**config.mk**
```make
export PLATFORM = sky130hd
export DESIGN_NAME = dr_addsub_hs
export DESIGN_NICKNAME = d
export VERILOG_FILES = /design/src/rtl/dr_addsub_hs.sv
export SDC_FILE = /design/constraint.sdc
export NUM_CORES = 1
export LEC_CHECK = 0
export BUFFER_PORTS_ARGS = -buffer_cell sky130_fd_sc_hd__buf_2
export CORE_MARGIN = 3
export CORE_UTILIZATION = 61
export CTS_CLUSTER_SIZE = 30
export DETAILED_ROUTE_END_ITERATION = 6
export MAX_ROUTING_LAYER = met4
export PLACE_DENSITY = 0.87
export SYNTH_ARGS = -nofsm -noshare
export SYNTH_HDL_FRONTEND = slang
export SYNTH_SLANG_ARGS = --single-unit
```
**constraint.sdc**
```tcl
create_clock -name clk -period 7.2 [get_ports clk]
set_clock_uncertainty 0.2 [all_clocks]
set_input_delay 1.8 -clock clk [delete_from_list [all_inputs] [get_ports clk]]
set_output_delay 1.8 -clock clk [all_outputs]
set_load 0.01 [all_outputs]
```
**src/rtl/dr_addsub_hs.sv**
```systemverilog
// rtl/dr_addsub_hs.sv - N-bit dual-rail add/subtract with 4-phase handshake and registered outputs.
// Optional macro DR_ILLEGAL_CHECK_EN adds the err port and S_ERR state for 11 pairs.
module dr_addsub_hs #(
   parameter int N = 8
) (
   input  logic           clk,
   input  logic           rst_n,
   input  logic [2*N-1:0] in_a,
   input  logic [2*N-1:0] in_b,
   input  logic [1:0]     cin,
   input  logic [1:0]     sub,
   output logic [2*N-1:0] soma,
   output logic [1:0]     cout,
   output logic           ack
`ifdef DR_ILLEGAL_CHECK_EN
   ,
   output logic           err
`endif
);

   localparam int P = 2*N + 2;
   localparam int W = 2*P;

`ifdef DR_ILLEGAL_CHECK_EN
   typedef enum logic [1:0] {S_NULL, S_DATA, S_ERR} state_t;
`else
   typedef enum logic [1:0] {S_NULL, S_DATA} state_t;
`endif

   state_t         r_state, w_state_nxt;
   logic [W-1:0]   r_in_q, r_in_qq;
   logic [2*N-1:0] r_soma, w_soma_nxt, w_soma_dr;
   logic [1:0]     r_cout, w_cout_nxt, w_cout_dr;
   logic           r_ack, w_ack_nxt;
   logic           w_complete, w_null, w_stable;
   logic [N-1:0]   w_a, w_b;
   logic           w_cin, w_sub;
   logic [N:0]     w_sum;
`ifdef DR_ILLEGAL_CHECK_EN
   logic           r_err, w_err_nxt, w_illegal;
`endif

   // Completion and spacer detection look only at the first sync stage.
   always_comb begin
      w_complete = 1'b1;
      w_null     = 1'b1;
`ifdef DR_ILLEGAL_CHECK_EN
      w_illegal  = 1'b0;
`endif
      for (int i = 0; i < P; i++) begin
         if (r_in_q[2*i+1] == r_in_q[2*i]) w_complete = 1'b0;
         if (r_in_q[2*i+1] | r_in_q[2*i])  w_null     = 1'b0;
`ifdef DR_ILLEGAL_CHECK_EN
         if (r_in_q[2*i+1] & r_in_q[2*i])  w_illegal  = 1'b1;
`endif
      end
   end

   assign w_stable = (r_in_q == r_in_qq);

   always_comb begin
      w_a = '0;
      w_b = '0;
      for (int i = 0; i < N; i++) begin
         w_a[i] = r_in_q[2*i+1];
         w_b[i] = r_in_q[2*N+2*i+1];
      end
   end

   assign w_cin = r_in_q[4*N+1];
   assign w_sub = r_in_q[4*N+3];
   // Subtract is A + ~B + cin; carry-out 0 then signals a borrow.
   assign w_sum = {1'b0, w_a} + {1'b0, w_b ^ {N{w_sub}}} + {{N{1'b0}}, w_cin};

   always_comb begin
      w_soma_dr = '0;
      for (int i = 0; i < N; i++) begin
         w_soma_dr[2*i+1] = w_sum[i];
         w_soma_dr[2*i]   = ~w_sum[i];
      end
   end

   assign w_cout_dr = {w_sum[N], ~w_sum[N]};

   always_comb begin
      w_state_nxt = r_state;
      w_soma_nxt  = r_soma;
      w_cout_nxt  = r_cout;
      w_ack_nxt   = r_ack;
`ifdef DR_ILLEGAL_CHECK_EN
      w_err_nxt   = r_err;
`endif
      case (r_state)
         S_NULL: begin
`ifdef DR_ILLEGAL_CHECK_EN
            if (w_illegal) begin
               w_state_nxt = S_ERR;
               w_soma_nxt  = '0;
               w_cout_nxt  = '0;
               w_ack_nxt   = 1'b0;
               w_err_nxt   = 1'b1;
            end else
`endif
            if (w_complete && w_stable) begin
               w_state_nxt = S_DATA;
               w_soma_nxt  = w_soma_dr;
               w_cout_nxt  = w_cout_dr;
               w_ack_nxt   = 1'b1;
            end
         end
         S_DATA: begin
`ifdef DR_ILLEGAL_CHECK_EN
            if (w_illegal) begin
               w_state_nxt = S_ERR;
               w_soma_nxt  = '0;
               w_cout_nxt  = '0;
               w_ack_nxt   = 1'b0;
               w_err_nxt   = 1'b1;
            end else
`endif
            if (w_null && w_stable) begin
               w_state_nxt = S_NULL;
               w_soma_nxt  = '0;
               w_cout_nxt  = '0;
               w_ack_nxt   = 1'b0;
            end
         end
`ifdef DR_ILLEGAL_CHECK_EN
         S_ERR: begin
            if (w_null && w_stable) begin
               w_state_nxt = S_NULL;
               w_err_nxt   = 1'b0;
            end
         end
`endif
         default: begin
            w_state_nxt = S_NULL;
            w_soma_nxt  = '0;
            w_cout_nxt  = '0;
            w_ack_nxt   = 1'b0;
         end
      endcase
   end

   always_ff @(posedge clk or negedge rst_n) begin
      if (!rst_n) begin
         r_state <= S_NULL;
         r_in_q  <= '0;
         r_in_qq <= '0;
         r_soma  <= '0;
         r_cout  <= '0;
         r_ack   <= 1'b0;
`ifdef DR_ILLEGAL_CHECK_EN
         r_err   <= 1'b0;
`endif
      end else begin
         r_state <= w_state_nxt;
         r_in_q  <= {sub, cin, in_b, in_a};
         r_in_qq <= r_in_q;
         r_soma  <= w_soma_nxt;
         r_cout  <= w_cout_nxt;
         r_ack   <= w_ack_nxt;
`ifdef DR_ILLEGAL_CHECK_EN
         r_err   <= w_err_nxt;
`endif
      end
   end

   assign soma = r_soma;
   assign cout = r_cout;
   assign ack  = r_ack;
`ifdef DR_ILLEGAL_CHECK_EN
   assign err  = r_err;
`endif

endmodule

```
# After elaboration in Yosys (flattened, before gate mapping)
# Index checks and enable logic that the tools add are counted.
[classes]
reduce_logical = 4
n_eq_ne = 22
n_bitwise = 28
n_addsub = 2
n_mux = 47
[op_table]
columns = ["op", "n"]
rows = [
  ["$mux W1", 38],
  ["$eq A36 B36 Y1", 1],
  ["$mux W16", 2],
  ["$pmux W16 S2", 1],
  ["$eq A1 B1 Y1", 18],
  ["$or A1 B1 Y1", 18],
  ["$add A8 B8 Y9", 1],
  ["$add A9 B1 Y9", 1],
  ["$not A1 Y1", 9],
  ["$pmux W2 S2", 2],
  ["$xor A8 B8 Y8", 1],
  ["$mux W2", 3],
  ["$ne A2 B2 Y1 const B", 2],
  ["$eq A2 B1 Y1 const B", 1],
  ["$logic_and A1 B1 Y1", 2],
  ["$logic_not A2 Y1", 1],
  ["$pmux W1 S2", 1],
  ["$reduce_and A2 Y1", 1],
]
[totals]
in_bits = 38
register_bits = 93
output_inout_bits = 19
wordCells = 109

# Depth between registers and ports, before layout
# Gate-level depths: netlist of the first run.
[depth]
depth_word = 22
depth_mapped = 10
mapped_depth_nobuf = 9

# Worst setup path after synthesis of the first run
# No wires, ideal clock.
[synth_timing]
path_type = "flip-flop to flip-flop"
startpoint = "register r_in_q[35]"
endpoint = "register r_cout[1] (netlist: cout[1])"
synth_period_minus_slack_ns = 2.841
path_buffers = 1
t_arrival_ns = 2.516
path_slack_ns = 4.359
t_required_ns = 6.875
setup_time_ns = 0.125
stages_incl_launch_ff = 11
cell_sequence = "dfrtp_1 > buf_6 > xnor2_1 > fa_1 > inv_1 > fa_1 > a211oi_1 > o21bai_1 > a2111oi_0 > nor3_1 > mux2_4"
[synth_between]
elab_chain_len = 5
word_cells_on_any_way = 15
cone_classes = "add/sub (2); eq/ne (4); mux (4); bitwise (2); reduce/logical (3)"
[synth_rtl]
columns = ["item", "line_no", "rtl"]
rows = [
  ["start, declared", "31", "logic [W-1:0] r_in_q, r_in_qq;"],
  ["start signal, assigned", "158", "r_in_q <= {sub, cin, in_b, in_a};"],
  ["$xor A8 B8 Y8, or another cell as far along", "73", "assign w_sum = {1'b0, w_a} + {1'b0, w_b ^ {N{w_sub}}} + {{N{1'b0}}, w_cin};"],
  ["$add A8 B8 Y9, or another cell as far along", "73", ""],
  ["$add A9 B1 Y9, or another cell as far along", "73", ""],
  ["$mux W2 / $ne A2 B2 Y1 (equally long branches)", "--", ""],
  ["$pmux W2 S2 / $reduce_and A2 Y1 (equally long branches)", "--", ""],
  ["end signal, assigned", "161", "r_cout <= w_cout_nxt;"],
  ["end, declared", "33", "logic [1:0] r_cout, w_cout_nxt, w_cout_dr;"],
]
# Several ways; a longest one is shown, not always the timed one. The select of a mux whose other input is x is not followed.
# A chain may end at the register's enable or synchronous reset.

# Final worst setup path of the first run
[layout_timing]
startpoint = "register r_ack (netlist: ack)"
endpoint = "output port ack"
[layout_rtl]
columns = ["item", "line_no", "rtl"]
rows = [
  ["start, declared", "34", "logic r_ack, w_ack_nxt;"],
  ["start signal, assigned", "162", "r_ack <= w_ack_nxt;"],
  ["end, declared", "14", "output logic ack"],
]
# No word-level cell between the ends.

==> results of run 1 <==
## final cells by class
type | instances | area, sq um | area share
flip-flops and latches | 91 | 2280 | 0.510
multi-input cells | 164 | 1450 | 0.324
repair buffers | 57 | 290 | 0.0650
inverters | 42 | 158 | 0.0353
clock buffers | 10 | 128 | 0.0286
well taps | 75 | 93.8 | 0.0210
clock inverters | 6 | 72.6 | 0.0163
## placed cells by master, fill, tap and decap left out, types with 2 or more instances in the layout
cell type,instances
mux2i_1,8
o21a_1,2
o31a_1,2
nor2b_1,4
inv_6,2
mux2_4,4
clkbuf_8,9
mux2_2,10
a21oi_1,3
xnor2_1,2
nand4_1,8
nand2b_1,3
o21bai_1,4
inv_1,42
xor2_1,45
or2_2,3
buf_2,55
buf_4,2
fa_1,2
nand3_1,4
nor4_1,10
nor2_1,6
dfrtp_1,91
nor3_1,6
nand2_1,3
ha_1,25
clkinv_4,2
## where the power goes
group          total (mW)  internal (mW)  switching [mW]
Clock               0.343          0.164           0.179
Sequential          0.551          0.531          0.0196
Combinational       0.117         0.0538          0.0628
Total                1.01          0.749           0.262
## through the flow
step / power (mW) / worst slack [ns]
final: 1.01 / 3.82
after global routing: 1.06 / 3.68
after CTS: 1.02 / 3.81
after detailed placement: 0.677 / 4.04
after global placement: 0.671 / 4.14
after floorplan: 0.633 / 4.36
## cell families (layout without fill, tap and decap cells)
kind of cell | Yosys count | after routing | synth area share
compound gates | 18 | 18 | 0.0339
xor+xnor | 47 | 47 | 0.105
fa+ha+maj | 27 | 27 | 0.0902
buf+inv | 46 | 115 | 0.0489
flops | 91 | 91 | 0.582
mux | 22 | 22 | 0.0646
simple gates | 50 | 50 | 0.0754
## routing by layer
layer,up-vias,share of wire,global-route usage
met3,20,0.059,0.0672
met2,65,0.50,0.345
li1,1129,-,-
met5,-,0,-
met1,1166,0.42,0.277
met4,0,0.020,0.101
## sequential cells by signal, summed over array words and instances (netlist names)
name / cells
r_in_q: 36
ack: 1
soma: 16
r_in_qq: 36
cout: 2
## path summary, 6_finish.rpt
| kind | from | endpoint |
|---|---|---|
| max | ack$_DFFE_PN0P_ | ack |
| min | r_in_q[26]$_DFF_PN0_ | r_in_qq[26]$_DFF_PN0_ |
| max reg2reg | r_in_q[35]$_DFF_PN0_ | cout[1]$_DFFE_PN0P_ |
| min reg2reg | r_in_q[26]$_DFF_PN0_ | r_in_qq[26]$_DFF_PN0_ |
| max in group asynchronous | rst_n | soma[11]$_DFFE_PN0P_ |
| min in group asynchronous | rst_n | r_in_q[0]$_DFF_PN0_ |
==> summary.md, run 1 <==
| Metric | Value |
|---|---|
| Status | finished, final reports clean |
| Site row count | 28 |
| Synthesized instance count | ~300 |
| Initial antenna violation count | 0 |
| Synthesized area per cell | 13.0 sq um |
| Final max-slew violation count | 0 |
| Leading area contributor after synthesis | dfrtp_1 |
| Port Buf Inserts | 56 |
| Worst-path cell chain | buf_2 |
| Finished Cell Area | 4460 sq um |
| Vias in the first global route | between 2k and 3k |
| ANT cells | 0 |
| Post-route clock period utilization | 0.470 |
| Post-synth EDFFs | 0 |
| Arr. time, crit path | 1.38 ns |
| Layout Cells excl Fill | 445 |
| Antenna Nets Post-Route | 0 |
| Netlist cell types | 35 |
| Die Span X | approximately 86 microns |
| DIE AREA | 7410 sq um |
| FFs w/ async S/R, synth | 1.00 |
| CP top delay family | flip-flops |
| CP Capture Type | output port |
| Top_reg_cell synth | dfrtp_1 |
| Final min period | 3.38 ns |
| R2R Setup Slk | between 3 and 4 ns |
| GP Congestion | a little under 0.9 |
| Largest net degree at the start of global routing | 92 |
| CP max FO | 22 |
| Post-Syn Area | 3910 sq um |
| RSZ-0062 raised after global routing | no |
| Final WL | just over 7000 microns |
| Filler cells | 418 |
| GRT Total Usage | 0.225 |
| Post-synth top cells | dfrtp_1 (91), xor2_1 (45), inv_1 (42), ha_1 (25) |
| Area grow syn2layout | 14.1% |
| Setup crit start kind | flop |
| CTS tree | built |
| Layout cell share with drive strength beyond 1 | 0.243 |
| CTS buffer count | 9 |
| Postcts setup bufs | 0 |
| Final setup viols | 0 |
| Top cells by area, synth | dfrtp_1 (58%), xor2_1 (10%), ha_1 (8.0%), inv_1 (4.0%), mux2_2 (2.9%) |
| Seq/Total Area, Yosys | 0.582 |
| Nets | 430 |
| # resized after CTS | 0 |
| Maximum operating frequency | 295 MHz |
| Initial Util | 0.646 |
| Cts hold-fix bufs | 0 |
| WP buf/inv | 1 |
| Clock slew at reported path FFs | 0.09 ns |
| Dpl cells | 429 |
| Max-slew headroom | 0.279 |
| Initial DRC Count | 67 |
| IO Pins | 57 |
| Htree depth | 3 |
| Crit Path Class | reg -> out |
| FF-to-FF path depth | 9 |
| WHS | 0.229 ns |
| Routed length per instance | 15.9 microns |
| Post-Syn Nets | approximately 370 |
| Syn. warnings | 0 |
| Worst slew pin tran | 1.08 ns |
| Most frequent cell after synthesis | dfrtp_1 |
| CP Depth | 1 |
| Fin util | 0.737 |
| Dpl cell area | 4260 sq um |
| Overflow after GRT | 0 |
| Yosys reg bits | 91 |
| Hold Vio Cnt, Final | 0 |
| Req. time, crit path | 5.20 ns |
| Detailed placement HPWL | 5150 microns |
| Yosys top cell area share | 0.582 |
| Pwr Density | around 230 nW/um^2 |
| Max_cap viols | 0 |
| Clock Sinks | 91 |
| Cell leakage power | 2.31 nW |
| Hold Crit Class | reg -> reg |
| Worst-case clock buffer depth | 2 |
| Clk_lat worst skew | 0.37 ns |
| Remaining DRCs | 0 |
| Setup TNS | 0 ns |
| Routed vias/inst | 5.35 |
| Core area | 6060 sq um |
| CTS root buf | clkbuf_8 |
| Router iterations before antenna repair | 4 |
| Hold path cells | 0 |
| Slowest cell delay on critical path | 0.76 ns |
| First-pass GRT wire length | 12,000 microns |
| Critical Path Slowest Stage Cell | dfrtp_1 |
| Vias post-DR | roughly 2.4k |
| Die Span Y | 86.1 microns |
| VDD IR-drop max | 0.205 mV |
Power figures use the tool's default switching activity.
==> run 2: changes to the inputs <==
- CORE_UTILIZATION: 61 -> 56
- PLACE_DENSITY: 0.87 -> 0.81
- clock period: 7.2 -> 3.4 ns (I/O delays scaled with it)
==> run 2 against run 1 <==
Against the previous run: non-clock buffer count is 3 higher; global-route usage decreased by 1.8 points; cell count is 4.7% higher; critical endpoint is now cout[1]$_DFFE_PN0P_.
==> summary.md, run 2 (synthesis gave the netlist of run 1 again) <==
| Metric | Value |
|---|---|
| Status | finished, final reports clean |
| IO Pins | 57 (unchanged) |
| Final min period | about 3.0 ns |
| VDD IR-drop max | 0.468 mV (+130%) |
| Cts hold-fix bufs | 0 (unchanged) |
| CP Depth | 9 (+8) |
| Critical Path Slowest Stage Cell | a2111oi_0 |
| CTS buffer count | 9 (unchanged) |
| Seq. cell area | 2280 sq um (unchanged) |
| R2R Setup Slk | 0.37 ns (-3.49 ns) |
| FF-to-FF path depth | 9 (unchanged) |
| GRT Total Usage | 0.208 (-0.0176) |
| Setup crit start kind | flop |
| Site row count | 29 (+3.6%) |
| RR Startpoint | r_in_q[17]$_DFF_PN0_ |
| Vias post-DR | 2,333 (-2.0%) |
| Highest-count cells in the layout ignoring fill and taps | dfrtp_1 (91), buf_2 (55), xor2_1 (45) |
| Initial antenna violation count | 0 (unchanged) |
| Initial Util | 0.596 (-0.0498) |
| Maximum operating frequency | 330 MHz |
| CTS tree | built |
| Finished Cell Area | 4530 sq um (+1.4%) |
| Most frequent CP cell | fa_1 |
| Antenna Nets Post-Route | 0 (unchanged) |
| WHS | 0.211 ns (-0.0177 ns) |
| Crit Path Class | reg -> reg |
| Hold path start | r_in_q[33]$_DFF_PN0_ |
| Router iterations before antenna repair | 4 (unchanged) |
| CP top delay family | compound AO/OA/AOI/OAI gates |
| Initial DRC Count | 76 (+13%) |
| Tot Pwr | 2.21 mW (+120%) |
| Area grow syn2layout | 15.6% |
| Vias in the first global route | 2,468 (-1.4%) |
| Nets | 433 (+0.70%) |
| Remaining DRCs | 0 (unchanged) |
| Max-slew headroom | 0.567 (+0.288) |
| Die Span Y | 89.6 microns (+4.1%) |
| Setup TNS | 0 ns (unchanged) |
| Port Buf Inserts | 56 (unchanged) |
| Clk_lat worst skew | 0.36 ns (about the same) |
| PnR worst setup slack | 0.366 ns (-3.45 ns) |
| WP buf/inv | 1 (unchanged) |
| Worst-path cell chain | xnor2_1 > fa_1 > inv_1 > fa_1 > a211oi_1 > o21bai_1 > a2111oi_0 > nor3_1 > mux2_4 |
| Final setup viols | 0 (unchanged) |
| # resized after CTS | 0 (unchanged) |
| Most common cell after layout, fill and taps aside | dfrtp_1 |
| Largest net degree at the start of global routing | 55 (-40%) |
| Postcts setup bufs | 0 (unchanged) |
| Overflow after GRT | 0 (unchanged) |
| Die Span X | 89.6 microns (+4.1%) |
| Cell leakage power | 2.33 nW (+0.86%) |
| CP Capture Type | flop |
| Terminus of the critical flop-to-flop path | cout[1]$_DFFE_PN0P_ |
| Worst-case clock buffer depth | 2 (unchanged) |
| Post-place setup slack | 0.488 ns (-3.56 ns) |
| Routed length per instance | 15.6 microns (-2.0%) |
| Detailed placement HPWL | 5450 microns (+5.9%) |
| Filler cells | 505 (+21%) |
| Final max-slew violation count | 0 (unchanged) |
| Req. time, crit path | 3.45 ns (-1.75 ns) |
| CP max FO | 4 (-82%) |
| CTS root buf | clkbuf_8 |
| RSZ-0062 raised after global routing | no |
| Clock slew at reported path FFs | 0.10 ns (about the same) |
| Slowest cell delay on critical path | 0.62 ns (-0.14 ns) |
| Dpl cell area | 4310 sq um (+1.1%) |
| Pwr Density | 489 nW/um^2 (+120%) |
| DIE AREA | 8030 sq um (+8.3%) |
| Hold Crit Class | reg -> reg |
| Htree depth | 3 (unchanged) |
| Worst slew pin tran | 0.633 ns (-0.449 ns) |
| Clock Sinks | 91 (unchanged) |
| Core area | 6570 sq um (+8.4%) |
| WHS Endpoint | r_in_qq[33]$_DFF_PN0_ |
| Arr. time, crit path | 3.08 ns (+1.70 ns) |
| First-pass GRT wire length | 12,000 microns (-0.75%) |
| ANT cells | 0 (unchanged) |
| Hold path cells | 0 (unchanged) |
| Layout cell share with drive strength beyond 1 | 0.249 (+0.00609) |
| Post-route clock period utilization | 0.892 |
| Routed vias/inst | 5.01 (-6.4%) |
| Hold Vio Cnt, Final | 0 (unchanged) |
| GP Congestion | 0.874 (+0.52%) |
| Final WL | 7280 microns (+2.6%) |
| Max_cap viols | 0 (unchanged) |
| Area occupied by multi-input gates | 1450 sq um (unchanged) |
run 2: layout make-up:
cell class                 instances  area share
clock inverter                     6      0.0196
inverter                          42      0.0348
sequential                        91       0.503
multi-input combinational        164       0.319
tap                               93      0.0257
timing repair buffer              60      0.0691
clock buffer                      10      0.0282
run 2: worst max-delay path by stage:
stage	slack [ns]	endpoint	from
6_report	0.37	cout[1]$_DFFE_PN0P_	r_in_q[17]$_DFF_PN0_
4_1_cts	0.46	cout[1]$_DFFE_PN0P_	r_in_q[17]$_DFF_PN0_
3_5_place_dp	0.49	cout[1]$_DFFE_PN0P_	r_in_q[17]$_DFF_PN0_
3_3_place_gp	0.51	cout[1]$_DFFE_PN0P_	r_in_q[17]$_DFF_PN0_
5_1_grt	0.23	cout[1]$_DFFE_PN0P_	r_in_q[17]$_DFF_PN0_
2_1_floorplan	0.56	cout[1]$_DFFE_PN0P_	r_in_q[35]$_DFF_PN0_
run 2: through the flow:
| step | std cells | utilization |
|---|---|---|
| after detailed placement | 450 | 0.656 |
| after global placement | 450 | 0.656 |
| after CTS | 466 | 0.689 |
| final | 466 | 0.689 |
| after global routing | 466 | 0.689 |
| after floorplan | 301 | - |
run 2: layer usage:
metal	GRT usage	vias up	part of all wire	wire length (microns)
met5	-	-	0	0
met4	0.0690	0	0.017	123
met3	0.0456	13	0.054	395
met2	0.322	61	0.48	3510
met1	0.273	1127	0.45	3250
li1	-	1132	-	-
run 2: where the power goes:
group | switching, mW | leakage (nW) | total (mW) | internal, mW
clock network | 0.382 | 0.103 | 0.798 | 0.416
registers | 0.0381 | 1.10 | 1.16 | 1.12
logic | 0.136 | 1.12 | 0.253 | 0.117
total | 0.556 | 2.33 | 2.21 | 1.66
